**config.mk**
```make
export PLATFORM = sky130hd
export DESIGN_NAME = gps_ser_gather
export DESIGN_NICKNAME = d
export VERILOG_FILES = /design/src/rtl/gps_ser_gather.sv
export SDC_FILE = /design/constraint.sdc
export NUM_CORES = 1
export LEC_CHECK = 0
export BUFFER_PORTS_ARGS = -buffer_cell sky130_fd_sc_hd__buf_2
export CORE_ASPECT_RATIO = 1.5
export CORE_MARGIN = 2
export CORE_UTILIZATION = 40
export CTS_BUF_LIST = sky130_fd_sc_hd__clkbuf_8
export CTS_CLUSTER_SIZE = 28
export DETAILED_ROUTE_END_ITERATION = 12
export PLACE_DENSITY = 0.66
export REMOVE_ABC_BUFFERS = 1
export SLEW_MARGIN = 10
export SYNTH_ARGS = -nofsm -noshare
export SYNTH_HDL_FRONTEND = slang
export SYNTH_SLANG_ARGS = --single-unit
```
**constraint.sdc**
```tcl
create_clock -name clk -period 3.3 [get_ports clk]
set_input_delay 0.33 -clock clk [delete_from_list [all_inputs] [get_ports clk]]
set_output_delay 0.33 -clock clk [all_outputs]
set_load 0.01 [all_outputs]
```
**src/rtl/gps_ser_gather.sv**
```systemverilog
// gps_ser_gather: drives rdBit on the GPS serial source, packs bits
// MSB-first into 16-bit words and queues them in a FWFT FIFO.
// Ports: clk/rst (sync, active-high), start/nbits/abort control,
//   ser in, rd_bit strobe out, busy/done status, dout/dout_valid/
//   dout_rd FIFO head and pop, level occupancy, csum checksum.
// Optional macro GPS_SER_GATHER_CSUM_EN builds the XOR checksum;
//   otherwise csum is tied to zero.
module gps_ser_gather #(
   parameter int DEPTH = 16,
   parameter int NB_W  = 10
) (
   input  logic                     clk,
   input  logic                     rst,
   input  logic                     start,
   input  logic [NB_W-1:0]          nbits,
   input  logic                     abort,
   input  logic                     ser,
   output logic                     rd_bit,
   output logic                     busy,
   output logic                     done,
   output logic [15:0]              dout,
   output logic                     dout_valid,
   input  logic                     dout_rd,
   output logic [$clog2(DEPTH):0]   level,
   output logic [15:0]              csum
);

   localparam int AW = $clog2(DEPTH);
   localparam logic [AW:0] L_FULL = (AW+1)'(DEPTH);

   typedef enum logic {
      S_IDLE,
      S_RUN
   } state_t;

   state_t            r_state;
   state_t            w_next;
   logic [NB_W-1:0]   r_rem;
   logic [3:0]        r_wcnt;
   logic [15:0]       r_sreg;
   logic [15:0]       r_mem [DEPTH];
   logic [AW-1:0]     r_wp;
   logic [AW-1:0]     r_rp;
   logic [AW:0]       r_cnt;
   logic              r_done;

   logic              w_full;
   logic              w_start;
   logic              w_clr;
   logic              w_last;
   logic              w_push;
   logic              w_pop;
   logic [15:0]       w_word;

   assign w_full  = (r_cnt == L_FULL);
   assign w_clr   = rst | abort;
   assign w_start = start & (nbits != '0)
                  & (r_state == S_IDLE) & ~abort;
   // The full flag gates the strobe, so a push never hits a full FIFO.
   assign rd_bit  = (r_state == S_RUN) & ~w_full & ~rst & ~abort;
   assign w_word  = {r_sreg[14:0], ser};
   assign w_last  = rd_bit & (r_rem == NB_W'(1));
   // A word completes on its 16th bit or on the final bit of the transfer.
   assign w_push  = rd_bit & ((r_wcnt == 4'hF) | (r_rem == NB_W'(1)));
   assign w_pop   = dout_rd & (r_cnt != '0);

   always_comb begin
      w_next = r_state;
      unique case (r_state)
         S_IDLE: if (w_start) w_next = S_RUN;
         S_RUN:  if (abort || w_last) w_next = S_IDLE;
      endcase
   end

   always_ff @(posedge clk) begin
      if (rst) r_state <= S_IDLE;
      else     r_state <= w_next;
   end

   always_ff @(posedge clk) begin
      if (w_clr) begin
         r_rem  <= '0;
         r_wcnt <= '0;
         r_sreg <= '0;
         r_wp   <= '0;
         r_rp   <= '0;
         r_cnt  <= '0;
         r_done <= 1'b0;
      end else begin
         r_done <= w_last;
         if (w_start) begin
            r_rem  <= nbits;
            r_wcnt <= '0;
            r_sreg <= '0;
         end else if (rd_bit) begin
            r_rem  <= r_rem - NB_W'(1);
            r_wcnt <= r_wcnt + 4'd1;
            r_sreg <= w_push ? 16'h0000 : w_word;
         end
         if (w_push) r_wp <= r_wp + AW'(1);
         if (w_pop)  r_rp <= r_rp + AW'(1);
         r_cnt <= r_cnt + {{AW{1'b0}}, w_push}
                        - {{AW{1'b0}}, w_pop};
      end
   end

   always_ff @(posedge clk) begin
      if (w_push) r_mem[r_wp] <= w_word;
   end

`ifdef GPS_SER_GATHER_CSUM_EN
   logic [15:0] r_csum;

   always_ff @(posedge clk) begin
      if (w_clr || w_start) r_csum <= 16'h0000;
      else if (w_push)      r_csum <= r_csum ^ w_word;
   end

   assign csum = r_csum;
`else
   assign csum = 16'h0000;
`endif

   assign busy       = (r_state == S_RUN);
   assign done       = r_done;
   assign dout_valid = (r_cnt != '0);
   // Gate the head so an empty FIFO reads as zero.
   assign dout       = dout_valid ? r_mem[r_rp] : 16'h0000;
   assign level      = r_cnt;

endmodule

```
==> results of run 1 <==
==> routing by layer <==
| layer | GRT usage (%) | part of all wire, % | vias up |
|---|---|---|---|
| li1 | - | - | 2921 |
| met1 | 18.7 | 38 | 3298 |
| met2 | 29.6 | 54 | 182 |
| met3 | 2.32 | 4.5 | 46 |
| met4 | 6.99 | 3.3 | 0 |
| met5 | 0 | 0 | - |
==> power by group through the flow <==
stage / Clock, mW / Combinational [mW] / Sequential, mW
finish: 2.92 / 0.943 / 4.17
global route: 3.14 / 1.05 / 4.17
CTS: 2.99 / 0.948 / 4.17
detailed placement: 0 / 0.943 / 4.26
global placement: 0 / 0.936 / 4.25
floorplan: 0 / 0.528 / 4.32
==> kinds of logic after synthesis <==
| logic type | synth area share, % |
|---|---|
| compound gates | 4.03 |
| buf+inv | 2.66 |
| other cells | 0.0308 |
| simple gates | 5.22 |
| flops | 71.1 |
| xor+xnor | 0.864 |
| fa+ha+maj | 1.60 |
| mux | 14.5 |
==> synthesized netlist by cell type (4+ instances only) <==
cell type  instances  area [um^2]
edfxtp_1         256         7690
mux4_2            64         1440
dfxtp_1           48          961
nor2_1            41          154
nand3_1           33          165
mux2i_1           32          320
clkbuf_1          21         78.8
o22ai_1           17          106
a2bb2oi_1         16          140
buf_4             16          120
a21oi_1           15         75.1
ha_1              14          175
nand2_1           12         45.0
inv_1             11         41.3
buf_2             10         50.1
xor2_1             9         78.8
buf_1              7         26.3
o21ai_0            7         35.0
nand2b_1           4         25.0
nand4_1            4         25.0
nor3_1             4         20.0
nor4_1             4         25.0
or4_1              4         30.0
==> stage by stage <==
step	instance area (um^2)	setup TNS (ns)
2_1_floorplan	11900	-247.42
3_5_place_dp	13100	0
4_1_cts	14000	0
5_1_grt	14000	0
6_report	14000	0
3_3_place_gp	13100	0
==> state kept, by name, summed over array words and instances, names as in the netlist, named ones only <==
| register | cells |
|---|---|
| busy | 1 |
| done | 1 |
| level | 5 |
| r_mem | 256 |
| r_rem | 10 |
| r_rp | 4 |
| r_sreg | 15 |
| r_wcnt | 4 |
| r_wp | 4 |
==> final cells by class <==
type                            instances  share of cell area [%]
Tap cell                              400                    3.58
Sequential cell                       304                    61.9
Clock inverter                         30                    1.43
Clock buffer                           47                    4.63
Inverter                               11                   0.295
Multi-Input combinational cell        335                    23.8
Timing Repair Buffer                   89                    4.35
==> worst min-delay path, cell delays in order <==
cell	delay, ns
buf_2	0.10
nand2_1	0.05
a31oi_1	0.07
==> what timing repair did <==
action | in CTS | in global routing
endpoints found under the hold margin | 1 | 0
resized for setup | 0 | 4
hold buffers | 1 | 0
endpoints found under the setup margin | 0 | 1
==> worst max path at each step <==
stage,start,endpoint,slack [ns]
global placement,r_rem[0]$_SDFFE_PP0P_,level[4]$_SDFF_PP0_,0.17
finish,level[2]$_SDFF_PP0_,dout[3],0.25
CTS,r_rem[0]$_SDFFE_PP0P_,level[4]$_SDFF_PP0_,0.12
global route,r_rem[1]$_SDFFE_PP0P_,level[4]$_SDFF_PP0_,0.01
detailed placement,r_rem[0]$_SDFFE_PP0P_,level[4]$_SDFF_PP0_,0.15
floorplan,busy$_SDFF_PP0_,r_mem[0][0]$_DFFE_PP_,-1.24
==> results.md, run 1 <==
* Status: finished clean
* Actual slew at the worst max-slew pin at between 0.7 and 0.8 ns
* WL per Instance at roughly 21 um
* Final Instance Count excl. Fillers at 1216
* P_sw at 1.97 mW
* Syn avg cell area at ~18 um^2
* Yosys cell types at 52
* Seq/Total Area, Yosys at between 70 and 80%
* Hold EP: r_rem[1]$_SDFFE_PP0P_
* Post-DRT Antenna Nets at 0
* Critical path endpoint category: output port
* Leakage at around 4.7 nW
* Worst Setup Slack, final at 0.248 ns
* Delay-heaviest family, CP: buffers and inverters
* Worst Clk Skew at 0.0285 ns
* Cells after Synth at 690
* Total number of H-tree levels at 2
* Setup violators final at 0
* Routed vias at 6447
* Power density cells at ~580 mW/mm^2
* Num rows at 78
* Crit Path Class: reg2out
* I/O pins at between 50 and 60
* Clk network pwr share at between 30% and 40%
* Worst-path clk slew at 0.06 ns
* CP peak stage delay at 0.61 ns
* Initial Util at 40.5%
* Net Sw Frac at between 20% and 30%
* Placed Cells at 1138
* Drt via density at 5.30
* Area growth syn-to-layout at 14.9%
* Initial antenna violation count at 0
* Post-synthesis async set-or-reset flop share at 0%
* VDD IR-drop max at between 300 and 400 uV
* CTS tree: built
* Reg2reg end: level[4]$_SDFF_PP0_
* Vias in the first global route at between 6000 and 7000
* Post-synth EDFFs at 256
* Final net count at 814
* Port bufs at 40
* Core area at roughly 0.03 mm^2
* RSZ-0062 raised after global routing: no
* Post-layout min period at 3.05 ns
* DRC at 0
* Multi-input logic area at 0.00332 mm^2
* Hold Crit Depth at 3
* N_diodes at 0
* Largest net degree at the start of global routing at 34
* DR pass1 iterations at 5
* Register-to-Register Setup Slack at approximately 0.28 ns
* Arrival time worst endpoint at 2.72 ns
* Total power at 8.04 mW
* Tcrit/Tclk final at 92.5%
* Crit Path Max Fanout at 16
* Buf/Inv on CP at 4
* Fillers at between 2000 and 3000
* Final Core Density at 46.5%
* Initial DRC count at 491
* Upper clock frequency limit at 0.328 GHz
* Worst R2R Start: r_rem[1]$_SDFFE_PP0P_
* Critical Path Source Type: register
* Root Buffer: clkbuf_8
* Die Wd at 146 um
* Depth of the most critical reg-to-reg path at 13
* Clk buf depth at 3
* Hold Fails Final Rpt at 0
* HP Start: nbits[1]
* CP dominant cell by count: buf_4
* Total grt overflow at 0
* Commonest non-fill, non-tap cell in the layout: edfxtp_1
* Top FF cell, synth: edfxtp_1
* Max-slew headroom at between 40% and 50%
* Hold/Removal Path Class: in2reg
* Most frequent cells in the layout: edfxtp_1 (256), mux4_2 (64), clkbuf_8 (47), buf_4 (45), dfxtp_1 (44)
* Slew Viols, Final at 0
* Cell area after synthesis at 0.0122 mm^2
* Detailed placement HPWL at 16000 um
* Reg area at around 0.0087 mm^2
* P_int at 6.06 mW
* Cells along the critical path: inv_1, ha_1, or4b_2, buf_4, nand2b_1, buf_4, o22ai_1, buf_2
* Reg power frac at 51.9%
* Num Clock Sinks at slightly above 300
* WP data required at 2.97 ns
* Die Area at roughly 0.032 mm^2
* Gp weighted congestion at 0.804
* Post-CTS Setup Repair Bufs at 0
* First-pass GRT wire length at 39000 um
* Inserted Clock Buffers at 42
* Yosys Warn Count at 0
* Worst hold slack at 0.0626 ns
* Clk_lat worst skew at around 0.56 ns
* Gr usage total at 16.1%
* MaxCap Viol Count at 0
* CP Depth at 8
* Die height at roughly 220 um
* Pre-CTS setup slack at 0.149 ns
* Fraction of layout cells with a size suffix above 1 at 29.4%
* Final WL at about 25000 um
* Logic pwr share at 11.7%
* #FFs+latches synth at slightly above 300
* Slowest CP cell: or4b_2
No activity file was read; power rests on OpenSTA's default activity.
==> run 2, diff against run 1 <==
- CORE_UTILIZATION: 40 -> 55
- PLACE_DENSITY: 0.66 -> 0.75
==> results.md, run 2 (same netlist as run 1, synthesis figures left out) <==
* Total number of H-tree levels at 2 (unchanged)
* Initial antenna violation count at 0 (unchanged)
* Final Core Density at 62.6% (was 46.5%)
* Status: finished clean (unchanged)
* Critical path endpoint category: register (was output port)
* First-pass GRT wire length at 38600 um (was 39000 um)
* Crit Path Max Fanout at 5 (was 16)
* VDD IR-drop max at 760 uV (was 386 uV)
* Actual slew at the worst max-slew pin at 0.827 ns (was 0.762 ns)
* Worst R2R Start: r_rem[1]$_SDFFE_PP0P_ (unchanged)
* Slew Viols, Final at 0 (unchanged)
* Gr usage total at 21.8% (was 16.1%)
* Fraction of layout cells with a size suffix above 1 at 26.6% (was 29.4%)
* WP data required at 3.76 ns (was 2.97 ns)
* Die Area at 0.0233 mm^2 (was 0.0318 mm^2)
* HP Start: rst (was nbits[1])
* Die height at 186 um (was 218 um)
* Gp weighted congestion at 0.853 (was 0.804)
* Critical Path Source Type: register (unchanged)
* CTS tree: built (unchanged)
* Vias in the first global route at 6868 (was 6651)
* Pre-CTS setup slack at 0.0602 ns (was 0.149 ns)
* Initial Util at 56.0% (was 40.5%)
* DRC at 0 (unchanged)
* RSZ-0062 raised after global routing: no (unchanged)
* WL per Instance at 23.1 um (was 20.8 um)
* Tcrit/Tclk final at 94.1% (was 92.5%)
* Total grt overflow at 0 (unchanged)
* Final WL at 24800 um (was 25200 um)
* Clk buf depth at 3 (unchanged)
* Root Buffer: clkbuf_8 (unchanged)
* Total power at 7.66 mW (was 8.04 mW)
* Power density cells at 564 mW/mm^2 (was 575 mW/mm^2)
* Worst Setup Slack, final at 0.196 ns (was 0.248 ns)
* Setup violators final at 0 (unchanged)
* Num Clock Sinks at 304 (unchanged)
* Max-slew headroom at 44.3% (was 49.2%)
* Commonest non-fill, non-tap cell in the layout: edfxtp_1 (unchanged)
* Clk_lat worst skew at 0.53 ns (was 0.56 ns)
* MaxCap Viol Count at 0 (unchanged)
* Hold_buf cts at 0 (was 1)
* Biggest regs: r_mem: 256 flops, r_sreg: 15 flops, r_rem: 10 flops (unchanged)
* Hold Fails Final Rpt at 0 (unchanged)
* Largest net degree at the start of global routing at 26 (was 34)
* Worst hold slack at 0.0385 ns (was 0.0626 ns)
* Crit Path Class: reg2reg (was reg2out)
* CP Launch Point: r_rem[1]$_SDFFE_PP0P_ (was level[2]$_SDFF_PP0_)
* Inserted Clock Buffers at 41 (was 42)
* Detailed placement HPWL at 15300 um (was 16000 um)
* I/O pins at 57 (unchanged)
* Fillers at 1519 (was 2640)
* Worst-path clk slew at 0.06 ns (about the same)
* Largest register FFs at 256 (unchanged)
* Core area at 0.0217 mm^2 (was 0.0301 mm^2)
* Final net count at 801 (was 814)
* Post-CTS Setup Repair Bufs at 0 (unchanged)
* Worst Clk Skew at 0.0159 ns (was 0.0285 ns)
* Arrival time worst endpoint at 3.56 ns (was 2.72 ns)
* Post-DRT Antenna Nets at 0 (unchanged)
* Upper clock frequency limit at 0.322 GHz (was 0.328 GHz)
* Port bufs at 40 (unchanged)
* Most frequent cells in the layout: edfxtp_1 (256), mux4_2 (64), dfxtp_1 (44), clkbuf_8 (44), nor2_1 (41) (was edfxtp_1 (256), mux4_2 (64), clkbuf_8 (47), buf_4 (45), dfxtp_1 (44))
* Leakage at 4.60 nW (was 4.71 nW)
* Top reg by flops: r_mem (unchanged)
* Initial DRC count at 439 (was 491)
* Post-layout min period at 3.10 ns (was 3.05 ns)
* Area growth syn-to-layout at 11.7% (was 14.9%)
* N_diodes at 0 (unchanged)
* Routed vias at 6588 (was 6447)
* Num rows at 66 (was 78)
* Die Wd at 125 um (was 146 um)
* Hold/Removal Path Class: in2reg (unchanged)
* DR pass1 iterations at 5 (unchanged)
* Drt via density at 6.14 (was 5.30)
-- run 2: changes by cell type in the layout (fill, tap and decap cells not counted), moves of 2 or more --
cell       before  now
buf_4          45   34
bufinv_16       3    0
clkbuf_8       47   44
clkinv_2        7    5
inv_1          22   25
inv_6           0    2
nor2_1         29   41
nor2_2         12    0
-- run 2: area by class of cell --
class / count / area, um^2 / area share [%]
inverter: 11 / 41.3 / 0.304
tap: 272 / 340 / 2.51
clock inverter: 30 / 129 / 0.949
sequential: 304 / 8660 / 63.7
clock buffer: 44 / 606 / 4.46
timing repair buffer: 77 / 515 / 3.79
multi-input combinational: 335 / 3300 / 24.3
-- run 2: power breakdown --
group	internal [mW]	leakage, nW	switching (mW)
clock network	1.24	0.434	1.30
logic	0.388	1.32	0.537
registers	4.14	2.84	0.0672
-- run 2: metrics by stage --
step           cells  area, um^2  TNS, ns
2_1_floorplan    650       11900  -247.42
3_3_place_gp     999       12800        0
3_5_place_dp     999       12800        0
4_1_cts         1073       13600        0
5_1_grt         1073       13600        0
6_report        1073       13600        0
-- run 2: per-layer routing --
layer | vias up | global-route usage [%] | share of wire (%)
met5 | - | 0 | 0
met3 | 56 | 3.12 | 5.5
met2 | 248 | 40.2 | 55
met4 | 0 | 8.31 | 2.8
met1 | 3390 | 26.0 | 37
li1 | 2894 | - | -
-- run 2: timing repair --
item | 4_1_cts | 5_1_grt
hold endpoints to repair | 0 | 0
gates resized for setup | 0 | 6
endpoints found under the setup margin | 0 | 1
-- run 2: path summary, 6_finish.rpt --
path                                               end  slack, ns  cells past startpoint
worst max-delay path               level[4]$_SDFF_PP0_       0.20                     13
worst min-delay path                   busy$_SDFF_PP0_       0.04                      2
worst max register to register     level[4]$_SDFF_PP0_       0.20                     13
worst min register to register  r_wcnt[1]$_SDFFE_PP0P_       0.49                      2
-- run 2: worst max-delay path, cell delays in order (launching register included) --
cell	delay [ns]
dfxtp_1	0.35
inv_1	0.09
ha_1	0.16
or4b_4	0.50
o31ai_4	0.22
nand2_2	0.09
ha_1	0.28
inv_1	0.04
ha_1	0.21
fa_2	0.39
a21oi_1	0.14
nor2_1	0.07
or3_1	0.37
a21oi_2	0.15
==> run 3, diff against run 2 <==
- CELL_PAD_IN_SITES_DETAIL_PLACEMENT: unset -> 0
- CELL_PAD_IN_SITES_GLOBAL_PLACEMENT: unset -> 1
- CORE_UTILIZATION: 55 -> 50
- PLACE_DENSITY: 0.75 -> unset
- PLACE_DENSITY_LB_ADDON: unset -> 0.1
==> results.md, run 3 (same netlist as run 1, synthesis figures left out) <==
* Commonest non-fill, non-tap cell in the layout: edfxtp_1 (unchanged)
* Initial DRC count at 455 (was 439)
* Critical Path Source Type: register (unchanged)
* DRC at 0 (unchanged)
* Hold/Removal Path Class: in2reg (unchanged)
* Clk network pwr share at 35.8% (was 33.1%)
* Drt via density at 5.69 (was 6.14)
* Initial Util at 51.0% (was 56.0%)
* CTS tree: built (unchanged)
* Inserted Clock Buffers at 43 (was 41)
* Root Buffer: clkbuf_8 (unchanged)
* Die Area at 0.0256 mm^2 (was 0.0233 mm^2)
* Status: finished clean (unchanged)
* Die Wd at 131 um (was 125 um)
* Final net count at 810 (was 801)
* Largest register FFs at 256 (unchanged)
* Post-layout min period at 3.10 ns (about the same)
* Worst-path clk slew at 0.07 ns (was 0.06 ns)
* Hold Fails Final Rpt at 0 (unchanged)
* VDD IR-drop max at 584 uV (was 760 uV)
* P_sw at 1.98 mW (was 1.90 mW)
* Fraction of layout cells with a size suffix above 1 at 29.5% (was 26.6%)
* Design area at 0.0138 mm^2 (was 0.0136 mm^2)
* Slowest CP cell: or4b_4 (unchanged)
* WP data required at 3.79 ns (was 3.76 ns)
* Post-DRT Antenna Nets at 0 (unchanged)
* Total number of H-tree levels at 2 (unchanged)
* Detailed placement HPWL at 16200 um (was 15300 um)
* Biggest regs: r_mem: 256 flops, r_sreg: 15 flops, r_rem: 10 flops (unchanged)
* Pre-CTS setup slack at -0.0185 ns (was 0.0602 ns)
* WL per Instance at 22.5 um (was 23.1 um)
* Final WL at 25500 um (was 24800 um)
* Routed vias at 6441 (was 6588)
* Port bufs at 40 (unchanged)
* MaxCap Viol Count at 0 (unchanged)
* Max-slew headroom at 42.4% (was 44.3%)
* Final Instance Count excl. Fillers at 1132 (was 1073)
* Upper clock frequency limit at 0.323 GHz (was 0.322 GHz)
* Clk_lat worst skew at 0.57 ns (was 0.53 ns)
* Gp weighted congestion at 0.831 (was 0.853)
* Total grt overflow at 0 (unchanged)
* N_diodes at 0 (unchanged)
* Num rows at 69 (was 66)
* Tcrit/Tclk final at 93.8% (was 94.1%)
* Vias in the first global route at 7035 (was 6868)
* First-pass GRT wire length at 39800 um (was 38600 um)
* I/O pins at 57 (unchanged)
* Leakage at 4.66 nW (was 4.60 nW)
* Worst Setup Slack, final at 0.204 ns (was 0.196 ns)
* Largest net degree at the start of global routing at 52 (was 26)
* Placed Cells at 1050 (was 999)
* Slew Viols, Final at 0 (unchanged)
* DP Area at 0.0129 mm^2 (was 0.0128 mm^2)
* Worst Clk Skew at 0.0258 ns (was 0.0159 ns)
* CP peak stage delay at 0.49 ns (was 0.50 ns)
* Cells along the critical path: inv_2, ha_2, or4b_4, o31ai_4, nand2_1, ha_1, inv_1, ha_1, fa_2, a21oi_2, nor2_1, or3_1, a21oi_2 (was inv_1, ha_1, or4b_4, o31ai_4, nand2_2, ha_1, inv_1, ha_1, fa_2, a21oi_1, nor2_1, or3_1, a21oi_2)
* Net Sw Frac at 24.8% (about the same)
* Die height at 195 um (was 186 um)
* Crit Path Max Fanout at 5 (unchanged)
* Initial antenna violation count at 0 (unchanged)
* Logic pwr share at 11.7% (was 12.1%)
* Clk buf depth at 3 (unchanged)
* RSZ-0062 raised after global routing: no (unchanged)
* Area growth syn-to-layout at 13.7% (was 11.7%)
* Reg power frac at 52.5% (was 54.8%)
* Power density cells at 578 mW/mm^2 (was 564 mW/mm^2)
* Core area at 0.0238 mm^2 (was 0.0217 mm^2)
* Arrival time worst endpoint at 3.59 ns (was 3.56 ns)
* Top reg by flops: r_mem (unchanged)
* Setup violators final at 0 (unchanged)
* Crit Path Class: reg2reg (unchanged)
* Actual slew at the worst max-slew pin at 0.863 ns (was 0.827 ns)
* Gr usage total at 20.6% (was 21.8%)
* P_int at 6.01 mW (was 5.76 mW)
* Most frequent cells in the layout: edfxtp_1 (256), mux4_2 (64), clkbuf_8 (47), dfxtp_1 (43), buf_4 (41) (was edfxtp_1 (256), mux4_2 (64), dfxtp_1 (44), clkbuf_8 (44), nor2_1 (41))
* Num Clock Sinks at 304 (unchanged)
* DR pass1 iterations at 5 (unchanged)
* Critical path endpoint category: register (unchanged)
-- run 3: cell types whose count changed in the layout (fill, tap and decap cells not counted), moves of 2 or more --
cell	before	now
nor2_2	0	12
buf_4	34	41
inv_1	25	21
nor2_1	41	29
clkbuf_8	44	47
clkinv_1	9	11
bufinv_16	0	2
-- run 3: power by group through the flow --
stage	registers, mW	clock network, mW	logic [mW]
6_report	4.19	2.86	0.939
5_1_grt	4.20	3.09	1.05
4_1_cts	4.20	2.91	0.931
3_5_place_dp	4.28	0	0.927
3_3_place_gp	4.27	0	0.907
2_1_floorplan	4.32	0	0.528
-- run 3: metal layers --
| layer | GRT usage [%] | up-vias | part of all wire, % |
|---|---|---|---|
| li1 | - | 2915 | - |
| met1 | 24.8 | 3281 | 37 |
| met2 | 36.9 | 180 | 54 |
| met3 | 3.66 | 65 | 5.7 |
| met4 | 8.45 | 0 | 3.7 |
| met5 | 0 | - | 0 |
-- run 3: final timing paths --
check | slack (ns) | cells after the start | to | start
worst max-delay path | 0.20 | 13 | level[4]$_SDFF_PP0_ | r_rem[1]$_SDFFE_PP0P_
worst min-delay path | 0.03 | 3 | r_rem[1]$_SDFFE_PP0P_ | nbits[1]
worst max register to register | 0.20 | 13 | level[4]$_SDFF_PP0_ | r_rem[1]$_SDFFE_PP0P_
worst min register to register | 0.50 | 2 | r_wcnt[1]$_SDFFE_PP0P_ | r_wcnt[1]$_SDFFE_PP0P_
-- run 3: final cells by class --
type                            count  area (um^2)
Clock inverter                     32          193
Fill cell                        1877        10000
Clock buffer                       47          647
Sequential cell                   304         8660
Inverter                           11         41.3
Timing Repair Buffer               84          558
Multi-Input combinational cell    335         3330
Tap cell                          319          399
-- run 3: what timing repair did --
| action | 4_1_cts | 5_1_grt |
|---|---|---|
| pin swaps | 0 | 3 |
| buffers inserted | 0 | 2 |
| hold endpoints to repair | 1 | 0 |
| resized for setup | 2 | 7 |
| setup endpoints to repair | 1 | 1 |
| hold buffers | 1 | 0 |
-- run 3: metrics by stage --
| step | util (%) | power (mW) | setup TNS (ns) | hold slack (ns) |
|---|---|---|---|---|
| floorplan | - | 4.85 | -247.42 | 0.399 |
| global placement | 54.3 | 5.18 | 0 | 0.463 |
| CTS | 57.9 | 8.04 | 0 | 0.0190 |
| global route | 58.0 | 8.34 | 0 | 0.0488 |
| detailed placement | 54.3 | 5.21 | -0.0185 | 0.493 |
| finish | 58.0 | 7.99 | 0 | 0.0327 |
-- run 3: worst max-delay path, delay by kind of cell, from the launching register on --
kind | cells | cell delay, ns
flops | 1 | 0.34
buf+inv | 2 | 0.11
compound gates | 3 | 0.53
simple gates | 4 | 1.00
fa+ha+maj | 4 | 1.02
